**src/rtl/alu64_pkg.sv**
```systemverilog
// Shared ALU-64 constants and the sequential adder's state encoding.
// States are plain 2-bit constants so legacy tools and waveforms stay readable.
package alu64_pkg;

  localparam int ALU_WIDTH = 64;
  localparam int SLICE_W   = 8;
  localparam int NSLICE    = ALU_WIDTH / SLICE_W;

  typedef logic [1:0] state_t;

  localparam state_t ST_IDLE = 2'd0;
  localparam state_t ST_RUN  = 2'd1;
  localparam state_t ST_DONE = 2'd2;

  // Signed overflow of the top slice: operands agree in sign, result does not.
  function automatic logic add_ovf(input logic a_msb, input logic b_msb, input logic z_msb);
    return (a_msb == b_msb) && (z_msb != a_msb);
  endfunction

endpackage

```
**src/rtl/csea_level.sv**
```systemverilog
// Combinational 8-bit carry-select adder slice: low nibble ripples, high nibble
// is precomputed for both carry-ins and selected by the low nibble's carry.
module csea_level
  import alu64_pkg::*;
(
  input  logic [SLICE_W-1:0] x,
  input  logic [SLICE_W-1:0] y,
  input  logic               previous_c_out,
  output logic [SLICE_W-1:0] z,
  output logic               next_c_out
);

  localparam int HALF = SLICE_W / 2;

  logic [HALF:0] lo_sum;
  logic [HALF:0] hi_sum0;
  logic [HALF:0] hi_sum1;

  always_comb begin
    lo_sum  = {1'b0, x[HALF-1:0]} + {1'b0, y[HALF-1:0]} + {{HALF{1'b0}}, previous_c_out};
    hi_sum0 = {1'b0, x[SLICE_W-1:HALF]} + {1'b0, y[SLICE_W-1:HALF]};
    hi_sum1 = {1'b0, x[SLICE_W-1:HALF]} + {1'b0, y[SLICE_W-1:HALF]} + {{HALF{1'b0}}, 1'b1};
  end

  assign z          = {(lo_sum[HALF] ? hi_sum1[HALF-1:0] : hi_sum0[HALF-1:0]), lo_sum[HALF-1:0]};
  assign next_c_out = lo_sum[HALF] ? hi_sum1[HALF] : hi_sum0[HALF];

endmodule

```
**src/rtl/csea_seq_adder64.sv**
```systemverilog
// Multi-cycle 64-bit add/subtract: one csea_level byte per cycle, LSB first,
// with the byte carry registered between cycles. Start accepted only in IDLE.
module csea_seq_adder64
  import alu64_pkg::*;
#(
  parameter int WIDTH = ALU_WIDTH,
  parameter int SLICE = SLICE_W
) (
  input  logic             clk,
  input  logic             rst,
  input  logic             start,
  input  logic             op_sub,
  input  logic [WIDTH-1:0] a,
  input  logic [WIDTH-1:0] b,
  output logic             busy,
  output logic             done,
  output logic [WIDTH-1:0] result,
  output logic             c_out,
  output logic             overflow
);

  localparam int NSL  = WIDTH / SLICE;
  localparam int IDXW = (NSL > 1) ? $clog2(NSL) : 1;
  localparam logic [IDXW-1:0] IDX_LAST = IDXW'(NSL - 1);

  state_t           state_q, state_d;
  logic [IDXW-1:0]  idx_q, idx_d;
  logic             carry_q, carry_d;
  logic [WIDTH-1:0] a_q, a_d;
  logic [WIDTH-1:0] b_q, b_d;
  logic [WIDTH-1:0] result_q, result_d;
  logic             c_out_q, c_out_d;
  logic             ovf_q, ovf_d;

  logic [SLICE-1:0] slice_x;
  logic [SLICE-1:0] slice_y;
  logic [SLICE-1:0] slice_z;
  logic             slice_co;

  assign slice_x = a_q[idx_q*SLICE +: SLICE];
  assign slice_y = b_q[idx_q*SLICE +: SLICE];

  csea_level u_level (
    .x              (slice_x),
    .y              (slice_y),
    .previous_c_out (carry_q),
    .z              (slice_z),
    .next_c_out     (slice_co)
  );

  always_comb begin
    state_d  = state_q;
    idx_d    = idx_q;
    carry_d  = carry_q;
    a_d      = a_q;
    b_d      = b_q;
    result_d = result_q;
    c_out_d  = c_out_q;
    ovf_d    = ovf_q;
    case (state_q)
      ST_IDLE: begin
        // Subtraction is a + ~b + 1: invert B once here, seed the carry with 1.
        if (start) begin
          a_d      = a;
          b_d      = op_sub ? ~b : b;
          carry_d  = op_sub;
          idx_d    = '0;
          result_d = '0;
          c_out_d  = 1'b0;
          ovf_d    = 1'b0;
          state_d  = ST_RUN;
        end
      end
      ST_RUN: begin
        result_d[idx_q*SLICE +: SLICE] = slice_z;
        carry_d = slice_co;
        idx_d   = idx_q + 1'b1;
        if (idx_q == IDX_LAST) begin
          c_out_d = slice_co;
          ovf_d   = add_ovf(a_q[WIDTH-1], b_q[WIDTH-1], slice_z[SLICE-1]);
          state_d = ST_DONE;
        end
      end
      ST_DONE: state_d = ST_IDLE;
      default: state_d = ST_IDLE;
    endcase
  end

  always_ff @(posedge clk) begin
    if (rst) begin
      state_q  <= ST_IDLE;
      idx_q    <= '0;
      carry_q  <= 1'b0;
      a_q      <= '0;
      b_q      <= '0;
      result_q <= '0;
      c_out_q  <= 1'b0;
      ovf_q    <= 1'b0;
    end else begin
      state_q  <= state_d;
      idx_q    <= idx_d;
      carry_q  <= carry_d;
      a_q      <= a_d;
      b_q      <= b_d;
      result_q <= result_d;
      c_out_q  <= c_out_d;
      ovf_q    <= ovf_d;
    end
  end

  assign busy     = (state_q == ST_RUN);
  assign done     = (state_q == ST_DONE);
  assign result   = result_q;
  assign c_out    = c_out_q;
  assign overflow = ovf_q;

endmodule
```
**config.mk**
```make
export PLATFORM = sky130hd
export DESIGN_NAME = csea_seq_adder64
export DESIGN_NICKNAME = d
export VERILOG_FILES = /design/src/rtl/alu64_pkg.sv /design/src/rtl/csea_level.sv /design/src/rtl/csea_seq_adder64.sv
export SDC_FILE = /design/constraint.sdc
export NUM_CORES = 1
export LEC_CHECK = 0
export CAP_MARGIN = 10
export CELL_PAD_IN_SITES_DETAIL_PLACEMENT = 1
export CELL_PAD_IN_SITES_GLOBAL_PLACEMENT = 1
export CORE_MARGIN = 5
export CORE_UTILIZATION = 30
export CTS_BUF_LIST = sky130_fd_sc_hd__clkbuf_8
export CTS_CLUSTER_SIZE = 40
export DETAILED_ROUTE_END_ITERATION = 8
export PLACE_DENSITY = 0.63
export SYNTH_ARGS = -nofsm -noshare
export SYNTH_HDL_FRONTEND = slang
export SYNTH_SLANG_ARGS = --single-unit
export TNS_END_PERCENT = 10
```
**constraint.sdc**
```tcl
create_clock -name clk -period 5 [get_ports clk]
set_input_delay 0.75 -clock clk [delete_from_list [all_inputs] [get_ports clk]]
set_output_delay 0.75 -clock clk [all_outputs]
set_load 0.02 [all_outputs]
```
==> impl_metrics.yaml, run 1 <==
cts:
  clockBufferDepth: 2
  clkLatencyLatePin_ns: 0.47
  clk_pin_slew_worst_paths_ns: 0.10
  cts_hold_buffers: 0
  post_cts_buffers: 0
  cts_sinks: 200
  cts.root.buffer_cell: "clkbuf_8"
  cts_buffers: 17
  cts_tree: "done"
  h-tree-depth: 4
  cts_resized: 0
timing:
  fmax_mhz: 248
  max_slew.worst_pin.slew_ns: 1.01
  tns_ns: 0
  hold_viol_final: 0
  fin_crit_ns: 4.04
  finalCritPeriodShare: 0.807
  setup_viol: 0
  rsz0062_at_grt: "no"
  relSlewSlack: 0.324
  finalMaxSlewViolations: 0
  holdWs_ns: 0.460
  fin_skew_ns: 0.0252
job:
  cap_viol_max_count: 0
grt:
  overflow: 0
  grt_antenna_before_repair: 0
  grt_max_degree: 123
  grtUsageTotal: 0.163
  grt_pass1_wl_um: 43200
  grt_pass1_vias: 7603
route:
  ant_nets: 0
  wl_per_cell_um: 18.0
  remaining_drc_errors: 0
  num_vias: 7685
  drt_iter0_markers: 380
  drtPass1Iterations: 4
  viasPerCell: 4.91
  wl_um: 28200
cells_and_area:
  fin_cells: 1565
  nFillCells: 3460
  area.growth.synth_to_final_pct: 29.8
  layout_commonest_cell: "dfxtp_1"
  diodes: 0
  fin_area_um2: 11700
  layout_common_cells: "dfxtp_1, clkdlybuf4s50_1, nand2_1"
  finalNetCount: 1312
  drive_gt1_frac: 0.0826
yosys:
  synth_edf_count: 0
  syn-instance-count: 1008
  async_reset_ff_frac: 0
  ys.flop_type: "dfxtp_1"
  syn_avg_cell_area_um2: 8.93
  synth_nets: 1158
  synth-seq-cells: 200
  yosysWarnings: 0
  yosysUniqueCellTypes: 50
  synth_area_um2: 9000
  seq_area_frac_synth: 0.445
critical_path:
  critPathCaptureType: "register"
  crit_arrival_ns: 4.44
  crit_fanout: 30
  worstPathRequired_ns: 5.40
  path_class: "register to register"
  start_kind: "register"
place:
  port_buffers: 199
  post_dp_cell_area_um2: 11300
  dpl.cell_count: 1533
  routabilityCongestion: 0.782
  hpwl_um: 20600
power_and_ir_drop:
  p_per_area_nw_per_um2: 295
  power_leakage_uw: 0.00408
  ir_drop_mv: 0.192
die:
  start_util: 0.304
  core-area_um2: 29600
  rows: 63
  dieArea_um2: 33600
  io_pins: 200
  chipWidth_um: 183
  die_h_um: 183
outcome:
  outcome: "complete, no violations"
min_path:
  min_path_type: "register to register"
## power breakdown
group          switching [µW]  internal [µW]  total, µW
combinational             343            286        629
clock                     601            477       1080
sequential               61.4           1680       1740
total                    1000           2440       3440
## state kept, by name, summed over array words and instances (netlist names)
register	flops
carry_q	1
overflow	1
idx_q	3
c_out	1
result	64
a_q	64
state_q	2
b_q	64
## synth_stat cells, types with 3 or more instances
library cell	n	share of area
xnor2_1	67	0.065
nand2_1	195	0.081
mux4_2	32	0.080
clkbuf_1	53	0.022
nor3_1	4	0.0022
nor2b_1	3	0.0021
mux2_2	3	0.0038
ha_1	15	0.021
a22oi_1	42	0.035
nand3b_1	8	0.0067
a211oi_1	64	0.053
dfxtp_1	200	0.45
inv_1	8	0.0033
or3_1	6	0.0042
and2_1	3	0.0021
nor2_1	121	0.050
a21oi_4	3	0.0054
o31ai_1	5	0.0042
buf_1	5	0.0021
nor2_2	3	0.0021
buf_2	17	0.0095
a21oi_1	89	0.050
fa_1	3	0.0067
nand3_1	24	0.013
## cell families (layout without fill, tap and decap cells)
| group | count (synthesis) | in the layout | synth area share |
|---|---|---|---|
| buffers and inverters | 85 | 252 | 0.0382 |
| DFF | 200 | 200 | 0.445 |
| adders and majority gates | 18 | 18 | 0.0275 |
| AOI/OAI and AO/OA | 215 | 215 | 0.157 |
| and+or+nand+nor | 384 | 384 | 0.179 |
| xor gates and xnor gates | 70 | 70 | 0.0690 |
| muxes | 36 | 36 | 0.0850 |
## routing by layer
layer / part of all wire / wire length, µm / track usage / vias up
met3: 0.046 / 1280 / 0.0309 / 16
met4: 0.011 / 313 / 0.0361 / 0
met1: 0.46 / 13100 / 0.222 / 3695
met5: 0 / 0 / 0 / -
met2: 0.48 / 13500 / 0.269 / 186
li1: - / - / - / 3788
## worst paths after layout
kind              depth (start not counted)         end     start  slack [ns]
setup / recovery                         10  result[44]  idx_q[0]        0.96
hold / removal                            2     a_q[51]   a_q[51]        0.46
setup reg to reg                         10  result[44]  idx_q[0]        0.96
hold reg to reg                           2     a_q[51]   a_q[51]        0.46
## metrics by stage
step	total power (µW)	worst slack [ns]	util
2_1_floorplan	2130	1.57	-
3_3_place_gp	2400	1.08	0.380
3_5_place_dp	2420	0.969	0.380
4_1_cts	3500	0.927	0.394
5_1_grt	3620	0.656	0.394
6_report	3440	0.963	0.394
## worst max-delay path: stages, from the launching register on
cell and delay [ns]:
dfxtp_2 0.95, buf_4 0.32, mux4_2 0.51, nand2_1 0.09
nand2_1 0.08, ha_1 0.33, nor2b_1 0.27, o21a_1 0.33
xor2_1 0.74, a22oi_1 0.20, nor2_1 0.12
## cell type report
cell class	count	area [µm²]	area share
multi-input combinational	723	4650	0.398
timing repair buffer	211	2090	0.179
clock buffer	19	262	0.0224
clock inverter	13	145	0.0124
inverter	9	33.8	0.00289
sequential	200	4010	0.343
tap	390	488	0.0418
No activity file was read; power rests on OpenSTA's default activity.
==> inputs of run 2 (changes only) <==
--- a/config.mk
+++ b/config.mk
@@ -13,7 +13,7 @@
 export CTS_BUF_LIST = sky130_fd_sc_hd__clkbuf_8
 export CTS_CLUSTER_SIZE = 40
 export DETAILED_ROUTE_END_ITERATION = 8
-export PLACE_DENSITY = 0.63
+export PLACE_DENSITY = 0.65
 export SYNTH_ARGS = -nofsm -noshare
 export SYNTH_HDL_FRONTEND = slang
 export SYNTH_SLANG_ARGS = --single-unit
==> constraint.sdc (replaced) <==
create_clock -name clk -period 3.7 [get_ports clk]
set_input_delay 0.555 -clock clk [delete_from_list [all_inputs] [get_ports clk]]
set_output_delay 0.555 -clock clk [all_outputs]
set_load 0.02 [all_outputs]
==> run 2 against run 1 <==
Non-clock buffer count is 8 higher. Combinational power is 37% higher. Global-route usage is 0.30 points higher. Cell count is 0.51% higher. Cell area is 1.0% higher. Critical path type unchanged. Critical endpoint is now c_out. Largest cell class unchanged.
==> impl_metrics.yaml, run 2 (same netlist as run 1, synthesis figures left out) <==
cells_and_area:
  drive_gt1_frac: 0.0930
  area.growth.synth_to_final_pct: 31.2
  layout_common_cells: "dfxtp_1, clkdlybuf4s50_1, nand2_1"
  finalNetCount: 1320
  nFillCells: 3462
  diodes: 0
  fin_area_um2: 11800
  layout_commonest_cell: "dfxtp_1"
  fin_cells: 1573
place:
  routabilityCongestion: 0.759
  post_dp_cell_area_um2: 11400
  port_buffers: 199
  hpwl_um: 20500
  dpl.cell_count: 1541
timing:
  relSlewSlack: 0.314
  fin_skew_ns: 0.0183
  max_slew.worst_pin.slew_ns: 1.03
  finalMaxSlewViolations: 0
  fmax_mhz: 287
  rsz0062_at_grt: "yes"
  fin_crit_ns: 3.49
  finalCritPeriodShare: 0.942
  tns_ns: 0
  hold_viol_final: 0
  setup_viol: 0
grt:
  overflow: 0
  grt_max_degree: 98
  grt_antenna_before_repair: 0
  grtUsageTotal: 0.166
  grt_pass1_wl_um: 44300
  grt_pass1_vias: 7944
min_path:
  min_path_type: "register to register"
route:
  drtPass1Iterations: 4
  wl_per_cell_um: 17.8
  ant_nets: 0
  drt_iter0_markers: 381
  remaining_drc_errors: 0
  wl_um: 27900
  num_vias: 7636
  viasPerCell: 4.85
cts:
  cts_sinks: 200
  clk_pin_slew_worst_paths_ns: 0.11
  clkLatencyLatePin_ns: 0.48
  cts_buffers: 17
  clockBufferDepth: 2
  cts.root.buffer_cell: "clkbuf_8"
  cts_tree: "done"
  post_cts_buffers: 0
  h-tree-depth: 4
critical_path:
  max_stage_delay_ns: 0.67
  cp.buffers_inverters: 1
  path_cells: "buf_4, mux4_2, nand2_1, nand2_1, fa_1, xor2_2, o2111ai_1, o31ai_1, or3b_1, a21oi_2"
  worstPathRequired_ns: 4.10
  critPathCaptureType: "register"
  cp_common_cell: "nand2_1"
  start_kind: "register"
  cp_top_family: "flip-flops"
  crit_fanout: 22
  slowest_stage: "dfxtp_4"
  path_class: "register to register"
  crit_arrival_ns: 3.89
die:
  io_pins: 200
  dieArea_um2: 33600
  core-area_um2: 29600
  die_h_um: 183
  chipWidth_um: 183
  rows: 63
  start_util: 0.304
outcome:
  outcome: "complete, no violations"
power_and_ir_drop:
  power_leakage_uw: 0.00415
  p_per_area_nw_per_um2: 403
  ir_drop_mv: 0.209
job:
  cap_viol_max_count: 0
## run 2: metrics by stage
step,hold WS (ns),power (µW),setup WS [ns],util
finish,0.459,4760,0.215,0.398
global route,0.483,4990,-0.00399,0.398
floorplan,0.433,2880,0.268,-
detailed placement,0.444,3260,0.0142,0.383
global placement,0.440,3250,0.101,0.383
CTS,0.460,4810,0.0305,0.398
## run 2: cell type report
type / instances / area [µm²] / area share
clock buffers: 18 / 248 / 0.0210
clock inverters: 14 / 184 / 0.0156
inverters: 9 / 33.8 / 0.00286
multi-input cells: 723 / 4680 / 0.396
flip-flops and latches: 200 / 4010 / 0.340
well taps: 390 / 488 / 0.0413
repair buffers: 219 / 2170 / 0.183
## run 2: final timing paths
check,end,start,slack [ns],cells past startpoint
setup reg to reg,c_out,idx_q[0],0.21,10
setup / recovery,c_out,idx_q[0],0.21,10
hold / removal,a_q[23],a_q[23],0.46,2
hold reg to reg,a_q[23],a_q[23],0.46,2
## run 2: metal layers
layer,GRT usage,up-vias,wire length (µm)
met5,0,-,0
met4,0.0316,0,232
met3,0.0347,16,1360
met1,0.220,3625,12900
met2,0.282,182,13500
li1,-,3813,-
## run 2: power by group
group          switching, µW  internal [µW]  total (µW)
registers               72.3           2260        2340
logic                    470            394         864
clock network            851            704        1560
## run 2: timing repair
| action | CTS | global route |
|---|---|---|
| cloned | 0 | 0 |
| setup endpoints to repair | 2 | 16 |
| hold endpoints to repair | 0 | 0 |
| gates resized for setup | 1 | 2 |
| hold buffers | 0 | 0 |
## run 2: worst min-delay path, cell delays in order (launching register included)
cell	delay, ns
dfxtp_1	0.32
nand2_1	0.05
a21oi_1	0.05
